`config.mk`:
```
export PLATFORM = sky130hd
export DESIGN_NAME = vs_rate_gen
export DESIGN_NICKNAME = d
export VERILOG_FILES = /design/src/rtl/vs_rate_gen_pkg.sv /design/src/rtl/vs_rate_gen_frac_tick_acc.sv /design/src/rtl/vs_rate_gen.sv
export SDC_FILE = /design/constraint.sdc
export NUM_CORES = 1
export LEC_CHECK = 0
export CORE_MARGIN = 2
export CORE_UTILIZATION = 25
export CTS_CLUSTER_SIZE = 40
export DETAILED_ROUTE_END_ITERATION = 8
export GPL_TIMING_DRIVEN = 0
export PLACE_DENSITY = 0.51
export SETUP_SLACK_MARGIN = 0.02
export SYNTH_ARGS = -nofsm -noshare
export SYNTH_HDL_FRONTEND = slang
export SYNTH_SLANG_ARGS = --single-unit
```
`constraint.sdc`:
```
create_clock -name clk50 -period 5.2 [get_ports clk50]
set_input_delay 1.3 -clock clk50 [delete_from_list [all_inputs] [get_ports clk50]]
set_output_delay 1.3 -clock clk50 [all_outputs]
set_load 0.01 [all_outputs]
```
`src/rtl/vs_rate_gen_pkg.sv`:
```
// Shared video-timing definitions: sync-generator FSM states, default clock rate
// and the frame-rate clamp helper. Also imported by the FPS monitor.
package vs_rate_gen_pkg;

    // Pacer FSM states.
    typedef enum logic [1:0] {
        StIdle = 2'd0,
        StLow  = 2'd1,
        StHigh = 2'd2
    } vs_state_e;

    // Default system clock rate in Hz; also the tick accumulator modulus.
    localparam int unsigned DefClkHz = 32'd50_000_000;

    // Limit a requested frame rate to the configured ceiling.
    function automatic logic [7:0] clamp_fps(input logic [7:0] req, input logic [7:0] ceiling);
        return (req > ceiling) ? ceiling : req;
    endfunction

endpackage

```
`src/rtl/vs_rate_gen_frac_tick_acc.sv`:
```
// frac_tick_acc: fractional rate accumulator. Adds i_rate every running cycle and
// emits o_tick whenever the sum wraps CLK_HZ, so exactly i_rate ticks occur per
// CLK_HZ cycles.
// Ports:
//   i_clk, i_rst_n   clock, asynchronous active-low reset
//   i_load           preload the accumulator (takes priority over i_run)
//   i_load_rate      rate used to compute the preload value
//   i_run            accumulate this cycle
//   i_rate           per-cycle increment (rate in effect)
//   o_tick           combinational; high in the cycle the accumulator wraps
module frac_tick_acc
    import vs_rate_gen_pkg::*;
#(
    parameter int unsigned CLK_HZ = DefClkHz
) (
    input  logic       i_clk,
    input  logic       i_rst_n,
    input  logic       i_load,
    input  logic [7:0] i_load_rate,
    input  logic       i_run,
    input  logic [7:0] i_rate,
    output logic       o_tick
);

    localparam logic [32:0] Modulus = 33'(CLK_HZ);

    logic [31:0] r_acc;
    logic [31:0] w_acc_next;
    logic [32:0] w_sum;

    always_comb begin
        w_sum      = {1'b0, r_acc} + {25'd0, i_rate};
        o_tick     = i_run && (w_sum >= Modulus);
        w_acc_next = r_acc;
        if (i_load) begin
            // Preloading CLK_HZ - rate makes the very first running cycle wrap.
            w_acc_next = 32'(CLK_HZ) - {24'd0, i_load_rate};
        end else if (i_run) begin
            w_acc_next = o_tick ? 32'(w_sum - Modulus) : w_sum[31:0];
        end
    end

    always_ff @(posedge i_clk or negedge i_rst_n) begin
        if (!i_rst_n) begin
            r_acc <= 32'd0;
        end else begin
            r_acc <= w_acc_next;
        end
    end

endmodule

```
`src/rtl/vs_rate_gen.sv`:
```
// vs_rate_gen: vertical-sync pacer. Produces VS_WIDTH-cycle vs pulses at fps_cur
// frames per second, spaced by a fractional accumulator.
// Ports:
//   clk50        system clock
//   reset_n      asynchronous active-low reset
//   enable       run request
//   fps_target   requested frames per second (clamped to MAX_FPS)
//   vs           vertical sync, active high, registered
//   frame_start  one-cycle pulse with each vs rising edge
//   fps_cur      rate currently in effect
//   running      high whenever the pacer is not idle
//   overrun      sticky; a tick arrived while vs was high
// MAX_FPS * VS_WIDTH must stay below CLK_HZ, otherwise ticks land inside pulses.
module vs_rate_gen
    import vs_rate_gen_pkg::*;
#(
    parameter int unsigned CLK_HZ   = DefClkHz,
    parameter int unsigned VS_WIDTH = 1000,
    parameter int unsigned MAX_FPS  = 240
) (
    input  logic       clk50,
    input  logic       reset_n,
    input  logic       enable,
    input  logic [7:0] fps_target,
    output logic       vs,
    output logic       frame_start,
    output logic [7:0] fps_cur,
    output logic       running,
    output logic       overrun
);

    localparam int unsigned CntW = (VS_WIDTH > 1) ? $clog2(VS_WIDTH) : 1;
    localparam logic [CntW-1:0] CntLoad = CntW'(VS_WIDTH - 1);

    vs_state_e       r_state;
    vs_state_e       w_state_next;
    logic [CntW-1:0] r_width_cnt;
    logic [CntW-1:0] w_width_cnt_next;
    logic            r_vs;
    logic            r_frame_start;
    logic [7:0]      r_fps_cur;
    logic [7:0]      w_fps_cur_next;
    logic            r_overrun;
    logic [7:0]      w_eff;
    logic            w_start;
    logic            w_tick;

    assign w_eff   = clamp_fps(fps_target, 8'(MAX_FPS));
    assign w_start = (r_state == StIdle) && enable && (w_eff != 8'd0);

    frac_tick_acc #(
        .CLK_HZ (CLK_HZ)
    ) u_acc (
        .i_clk       (clk50),
        .i_rst_n     (reset_n),
        .i_load      (w_start),
        .i_load_rate (w_eff),
        .i_run       (r_state != StIdle),
        .i_rate      (r_fps_cur),
        .o_tick      (w_tick)
    );

    // FSM state register.
    always_ff @(posedge clk50 or negedge reset_n) begin
        if (!reset_n) begin
            r_state <= StIdle;
        end else begin
            r_state <= w_state_next;
        end
    end

    // FSM next-state logic.
    always_comb begin
        w_state_next = r_state;
        unique case (r_state)
            StIdle: begin
                if (w_start) begin
                    w_state_next = StLow;
                end
            end
            StLow: begin
                // A tick beats a simultaneous enable drop; the pulse then completes.
                if (w_tick) begin
                    w_state_next = (w_eff == 8'd0) ? StIdle : StHigh;
                end else if (!enable) begin
                    w_state_next = StIdle;
                end
            end
            StHigh: begin
                if (r_width_cnt == '0) begin
                    w_state_next = enable ? StLow : StIdle;
                end
            end
            default: begin
                w_state_next = StIdle;
            end
        endcase
    end

    // FSM outputs.
    always_comb begin
        running     = (r_state != StIdle);
        vs          = r_vs;
        frame_start = r_frame_start;
        fps_cur     = r_fps_cur;
        overrun     = r_overrun;
    end

    // Width counter and rate register next values.
    always_comb begin
        w_width_cnt_next = r_width_cnt;
        w_fps_cur_next   = r_fps_cur;
        if (w_start) begin
            w_fps_cur_next = w_eff;
        end
        if ((r_state == StLow) && w_tick) begin
            // New rate applies from the next interval; the accumulator carries over.
            w_fps_cur_next   = w_eff;
            w_width_cnt_next = CntLoad;
        end else if ((r_state == StHigh) && (r_width_cnt != '0)) begin
            w_width_cnt_next = r_width_cnt - 1'b1;
        end
    end

    always_ff @(posedge clk50 or negedge reset_n) begin
        if (!reset_n) begin
            r_vs          <= 1'b0;
            r_frame_start <= 1'b0;
            r_fps_cur     <= 8'd0;
            r_overrun     <= 1'b0;
            r_width_cnt   <= '0;
        end else begin
            r_vs          <= (w_state_next == StHigh);
            r_frame_start <= (r_state == StLow) && (w_state_next == StHigh);
            r_fps_cur     <= w_fps_cur_next;
            r_width_cnt   <= w_width_cnt_next;
            if ((r_state == StHigh) && w_tick) begin
                r_overrun <= 1'b1;
            end
        end
    end

endmodule

```
### Word-level counts from Yosys, hierarchy flattened

Cells that the tools add are included.

| word-level totals | value |
|---|---|
| bits in registers | 55 |
| output and inout bits | 12 |
| word-level logic and storage cells | 47 |

| cells by class | value |
|---|---|
| $add $sub $neg | 4 |
| magnitude comparators | 2 |
| equal/unequal tests | 3 |
| mux-type cells | 15 |
| reductions and logical operators | 16 |

Operators by type and width:

| kind | count |
|---|---|
| 32-bit 2-to-1 mux | 3 |
| 32-bit by 8-bit adder with 33-bit output | 1 |
| 33-bit by 26-bit >= comparator with 1-bit output, second input constant | 1 |
| 32-bit by 26-bit subtractor with 32-bit output, second input constant | 1 |
| 26-bit by 8-bit subtractor with 27-bit output, first input constant | 1 |
| 8-bit 2-to-1 mux | 3 |
| 10-bit 2-to-1 mux | 2 |
| 10-bit logical NOT | 1 |
| 2-bit 2-to-1 mux | 5 |
| 10-bit nonzero test | 1 |
| 10-bit by 1-bit subtractor with 10-bit output, second input constant | 1 |
| 8-bit greater-than comparator, second input constant | 1 |
| 8-bit logical NOT | 1 |
| 2-bit nonzero test | 4 |
| 8-bit nonzero test | 1 |
| 1-bit logical AND | 7 |
| 2-bit one-hot mux with 3 select lines | 1 |
| 2-bit equality test, second input constant | 2 |
| 2-bit by 1-bit equality test with 1-bit output, second input constant | 1 |
| 2-bit logical NOT | 1 |
| 1-bit 2-to-1 mux | 1 |

### Longest topological paths before layout

Gate-level depths: netlist of the first run.

| depth | value |
|---|---|
| word-level depth | 8 |
| gate-level depth with buffers | 17 |
| depth with buffers taken out | 14 |

### Modules after synthesis

Synthesis of the first run repeated with hierarchy kept, for this count alone.

| unflattened totals | value |
|---|---|
| cell total of the unflattened synthesis | 548 |
| area, all modules | 4718.3 µm² |

Modules (own cells, without submodules):

| module | times used | cells an instance | area each (µm²) | sequential area each (µm²) |
|---|---|---|---|---|
| frac_tick_acc | 1 | 446 | 3587.2 | 800.8 |
| vs_rate_gen | 1 | 102 | 1131.1 | 575.6 |

### Least setup slack after synthesis of the first run

No wires, ideal clock.

| timing | value |
|---|---|
| kind | register to register |
| from | register r_fps_cur[0], in the netlist fps_cur[0] |
| to | register u_acc.r_acc[28] |
| setup time | 0.137 ns |
| arrival | 3.803 ns |
| data required time | 5.063 ns |
| slack | 1.260 ns |
| stages on the path, launching flop included | 16 |
| buffers on the path | 2 |
| cell sequence | dfrtp_1 ha_1 fa_1 a211oi_1 o31a_1 buf_2 a21o_1 clkbuf_1 nor3_1 o311ai_1 a21oi_1 o21a_1 o211a_1 and4b_1 o41ai_1 o31ai_1 |

| on the way | value |
|---|---|
| cells in the longest elaborated chain, start to end | 6 |
| elaborated cells between the ends (all ways) | 7 |

Ends and longest elaborated chain:

| element | line | source |
|---|---|---|
| start, declared | vs_rate_gen.sv:41 | `logic [7:0] r_fps_cur;` |
| start signal, assigned | vs_rate_gen.sv:135 | `r_fps_cur <= w_fps_cur_next;` |
| 32-bit by 8-bit adder with 33-bit output * | vs_rate_gen_frac_tick_acc.sv:32 | `w_sum = {1'b0, r_acc} + {25'd0, i_rate};` |
| 33-bit by 26-bit >= comparator with 1-bit output | vs_rate_gen_frac_tick_acc.sv:33 | `o_tick = i_run && (w_sum >= Modulus);` |
| 1-bit logical AND | vs_rate_gen_frac_tick_acc.sv:33 |  |
| 32-bit 2-to-1 mux * | vs_rate_gen_frac_tick_acc.sv:39 | `w_acc_next = o_tick ? 32'(w_sum - Modulus) : w_sum[31:0];` |
| 32-bit 2-to-1 mux * | vs_rate_gen_frac_tick_acc.sv:38 | `end else if (i_run) begin` |
| 32-bit 2-to-1 mux * | vs_rate_gen_frac_tick_acc.sv:35 | `if (i_load) begin` |
| end signal, assigned | vs_rate_gen_frac_tick_acc.sv:47 | `r_acc <= w_acc_next;` |
| end, declared | vs_rate_gen_frac_tick_acc.sv:27 | `logic [31:0] r_acc;` |

Every way passes the cells marked *; elsewhere a longest branch is shown, timed or not. The select of a mux whose other input is x is not followed.
A chain may end at the register's enable or synchronous reset.

### Worst setup path after layout of the first run

Same ends and word-level chain as after synthesis.

==> impl_results.md, run 1 <==
- Lkg Pwr: 1.78 nW
- Skew final: 0.00445 ns
- Via count: 3973
- Setup bufs post-CTS: 0
- Share of cells above drive strength 1: 6.53%
- # IOs: 23
- Clock Pin Slew Worst Setup and Hold Paths: 0.08 ns
- Crit Path Class: register to register
- Most frequent cell after synthesis: nand2_1
- Setup total negative slack: 0 ns
- Post-Synthesis Cells: 506
- Drt initial violations: 284
- DRC Markers: 0
- Synth top cells by count: 56 x nand2_1, 55 x dfrtp_1, 38 x nor2_1, 38 x xnor2_1, 26 x a21oi_1
- Max Transition Viols Final: 0
- Avg Cell Area, Syn: 8.35 µm²
- Clk_lat worst skew: 0.30 ns
- Number of global-route vias before repair: 3895
- Least-Margin Pin Slew: 1.07 ns
- WL final: 13000 µm
- Max-cap violations: 0
- Flop-to-flop setup slack: 0.26 ns
- Final Net Count: 558
- CTS resizes: 0
- Worst Path Buf+Inv: 2
- Synthesized cell area: 4220 µm²
- CORE AREA: 16500 µm²
- Initial antenna violation count: 0
- Simple-Gate Fraction of Synth Area: 25.0%
- Clock power share: 10.3%
- Synth Area in Adders: 3.73%
- P_int: 1.74 mW
- Fraction of registers with async set or reset after synthesis: 100%
- Sink Count: 55
- CTS Hold Bufs: 0
- Final hold vios: 0
- Area Overhead vs Synth: 15.5%
- Critical Path Sink Type: register
- Routability cong.: 0.947
- R2R depth: 15
- Synth area leaders: dfrtp_1 33%, xnor2_1 7.9%, nand2_1 5.0%
- Hold Crit Endpoint: overrun$_DFFE_PN0P_
- Register bit count reported by yosys: 55
- Seq pwr share: 22.7%
- Number of enable flip-flop cells after synthesis: 0
- Cells along the critical path: ha_1 > fa_1 > a211oi_1 > o31a_1 > buf_2 > a21o_1 > clkbuf_1 > nor3_1 > o311ai_1 > a21oi_1 > o21a_1 > o211a_1 > and4b_1 > o41ai_1 > o31ai_1
- Buffers on Ports: 21
- Die width: 134 µm
- Startpoint type of the worst setup path: register
- Longest Clk Path Bufs: 2
- Unrepaired setup endpoints after global routing: no
- Max rail drop VDD: 261 µV
- Pin count of the biggest net entering global routing: 36
- Placement Cell Area: 4720 µm²
- Wire per inst: 17.2 µm
- Routed vias/inst: 5.26
- Root buffer cell: clkbuf_16
- CTS Buf Count: 5
- Final core utilization: 29.5%
- Sw Ratio: 50.9%
- First-pass GRT wire length: 20700 µm
- FMAX: 203 MHz
- Most used DFF post-synth: dfrtp_1
- Slowest stage cell, crit path: o311ai_1
- Post-Synth XOR/XNOR Area: 12.6%
- Total grt overflow: 0
- Arr. time, crit path: 5.10 ns
- Combinational share of power: 67.0%
- Initial Utilization: 25.6%
- Status: finished, final reports clean
- Reg-to-reg endpoint: u_acc.r_acc[28]$_DFFE_PN0P_
- Max-slew headroom: 26.6%
- Final min period: 4.94 ns
- Worst Hold Launch: overrun$_DFFE_PN0P_
- DIE AREA: 18000 µm²
- Post-synth top area share: 32.6%
- Required time worst endpoint: 5.37 ns
- # diodes: 0
- H-tree Lvls: 2
- Sequential fraction of the synthesis area: 32.6%
- CTS tree: done
- Net switching power: 1.80 mW
- Hold Crit Class: register to register
- Fillers: 1756
- Crit. Startpoint: fps_cur[0]$_DFFE_PN0P_
- Critical path depth in cells: 15
- Row count: 47
- Synth warn: 0
- Die Ht: 134 µm
- Final worst-path cycle share: 94.9%
- Design area: 4880 µm²
- Net Count, Synth: 529
- Distinct cells, synth: 68
- Largest family of logic cells by synthesized area: simple AND/OR/NAND/NOR gates
- CP peak stage delay: 0.63 ns
- Power per cell area: 725 nW/µm²
- Hold Path Stages: 1
- Post-synthesis mux area share: 1.57%
- R2r startpoint: fps_cur[0]$_DFFE_PN0P_
- DP Wirelength: 9750 µm
- TritonRoute pass-1 iters: 5
- Area fraction in compound gates after synthesis: 20.7%
- CP max FO: 9
- Synth area leader: dfrtp_1
- Top delay family on crit path: compound AO/OA/AOI/OAI gates
- Gr usage total: 14.6%
- Final ANT Viol Nets: 0
- Hold_ws: 0.475 ns
- Finish-stage setup viols: 0
[layout make-up]
type / count / area, µm² / share of cell area (%)
Multi-Input combinational cell: 416 / 2690 / 55.2
Sequential cell: 55 / 1380 / 28.2
Tap cell: 220 / 275 / 5.64
Timing Repair Buffer: 22 / 225 / 4.62
Clock buffer: 5 / 125 / 2.57
Buffer: 26 / 124 / 2.54
Inverter: 9 / 33.8 / 0.693
Clock inverter: 3 / 27.5 / 0.564
[how the worst max path moves through the flow]
stage,endpoint,slack (ns)
after CTS,u_acc.r_acc[21]$_DFFE_PN0P_,0.36
after detailed placement,u_acc.r_acc[21]$_DFFE_PN0P_,0.39
after global routing,u_acc.r_acc[21]$_DFFE_PN0P_,0.06
final,u_acc.r_acc[28]$_DFFE_PN0P_,0.26
after global placement,u_acc.r_acc[28]$_DFFE_PN0P_,0.46
after floorplan,u_acc.r_acc[28]$_DFFE_PN0P_,1.26
[state kept, by name (all words and copies together), names as in the netlist]
register / count
frame_start: 1
r_state: 2
u_acc.r_acc: 32
overrun: 1
vs: 1
r_width_cnt: 10
fps_cur: 8
[cells by family after synthesis]
group           Yosys count
fa+ha+maj                12
compound gates          131
buf+inv                  35
xor+xnor                 61
flops                    55
mux                       6
simple gates            206
[power groups by stage]
stage / clock (mW) / sequential, mW / combinational, mW
2_1_floorplan: 0 / 0.775 / 1.72
3_3_place_gp: 0 / 0.802 / 2.31
3_5_place_dp: 0 / 0.805 / 2.34
4_1_cts: 0.377 / 0.799 / 2.36
5_1_grt: 0.396 / 0.828 / 2.60
6_report: 0.366 / 0.801 / 2.37
[per-stage QoR]
step | power [mW] | cells | setup slack (ns)
after floorplan | 2.49 | 506 | 1.26
after global placement | 3.11 | 747 | 0.459
after detailed placement | 3.15 | 748 | 0.390
after CTS | 3.53 | 756 | 0.360
after global routing | 3.83 | 756 | 0.0614
final | 3.54 | 756 | 0.264
[layer usage]
layer  track usage [%]  wire length (µm)  up-vias
met2              24.6              6200      123
met1              19.0              5780     1911
met4              5.79               393        0
met5                 0                 0        -
li1                  -                 -     1913
met3              1.85               641       26
[cell usage in the layout (no fill, tap or decap), types with 4 or more instances in the layout]
master,synthesis,final
o211ai_1,6,6
nand4_1,14,14
nor3_1,18,18
a211oi_1,10,10
o21a_1,4,4
mux2_2,5,5
inv_1,9,9
o31ai_1,6,6
dfrtp_1,55,55
clkdlybuf4s50_1,0,20
and3_1,11,11
clkbuf_16,0,5
xnor2_1,38,38
o21ai_1,18,18
nor4_1,9,9
a21oi_1,26,26
a31oi_1,6,6
o21ai_0,22,22
nand3_1,20,20
clkbuf_1,17,17
ha_1,11,11
xor2_1,23,23
nand2_1,56,56
and2_1,7,7
buf_2,6,7
or3_1,7,7
nor2_1,38,38
No activity file was read; power rests on OpenSTA's default activity.
==> inputs of run 2 (changes only) <==
- TNS_END_PERCENT: unset -> 10
- clock period: 5.2 -> 6.02 ns (I/O delays scaled with it)
==> results of run 2 <==
The final DEF is identical to that of run 1. Status: finished, final reports clean.
Main changes from that run: setup slack after placement 0.390 ns -> 1.09 ns; setup slack after layout 0.264 ns -> 1.08 ns; register-to-register setup slack 0.26 ns -> 1.08 ns; total power 3.54 mW -> 3.05 mW; worst IR drop on VDD 261 µV -> 225 µV
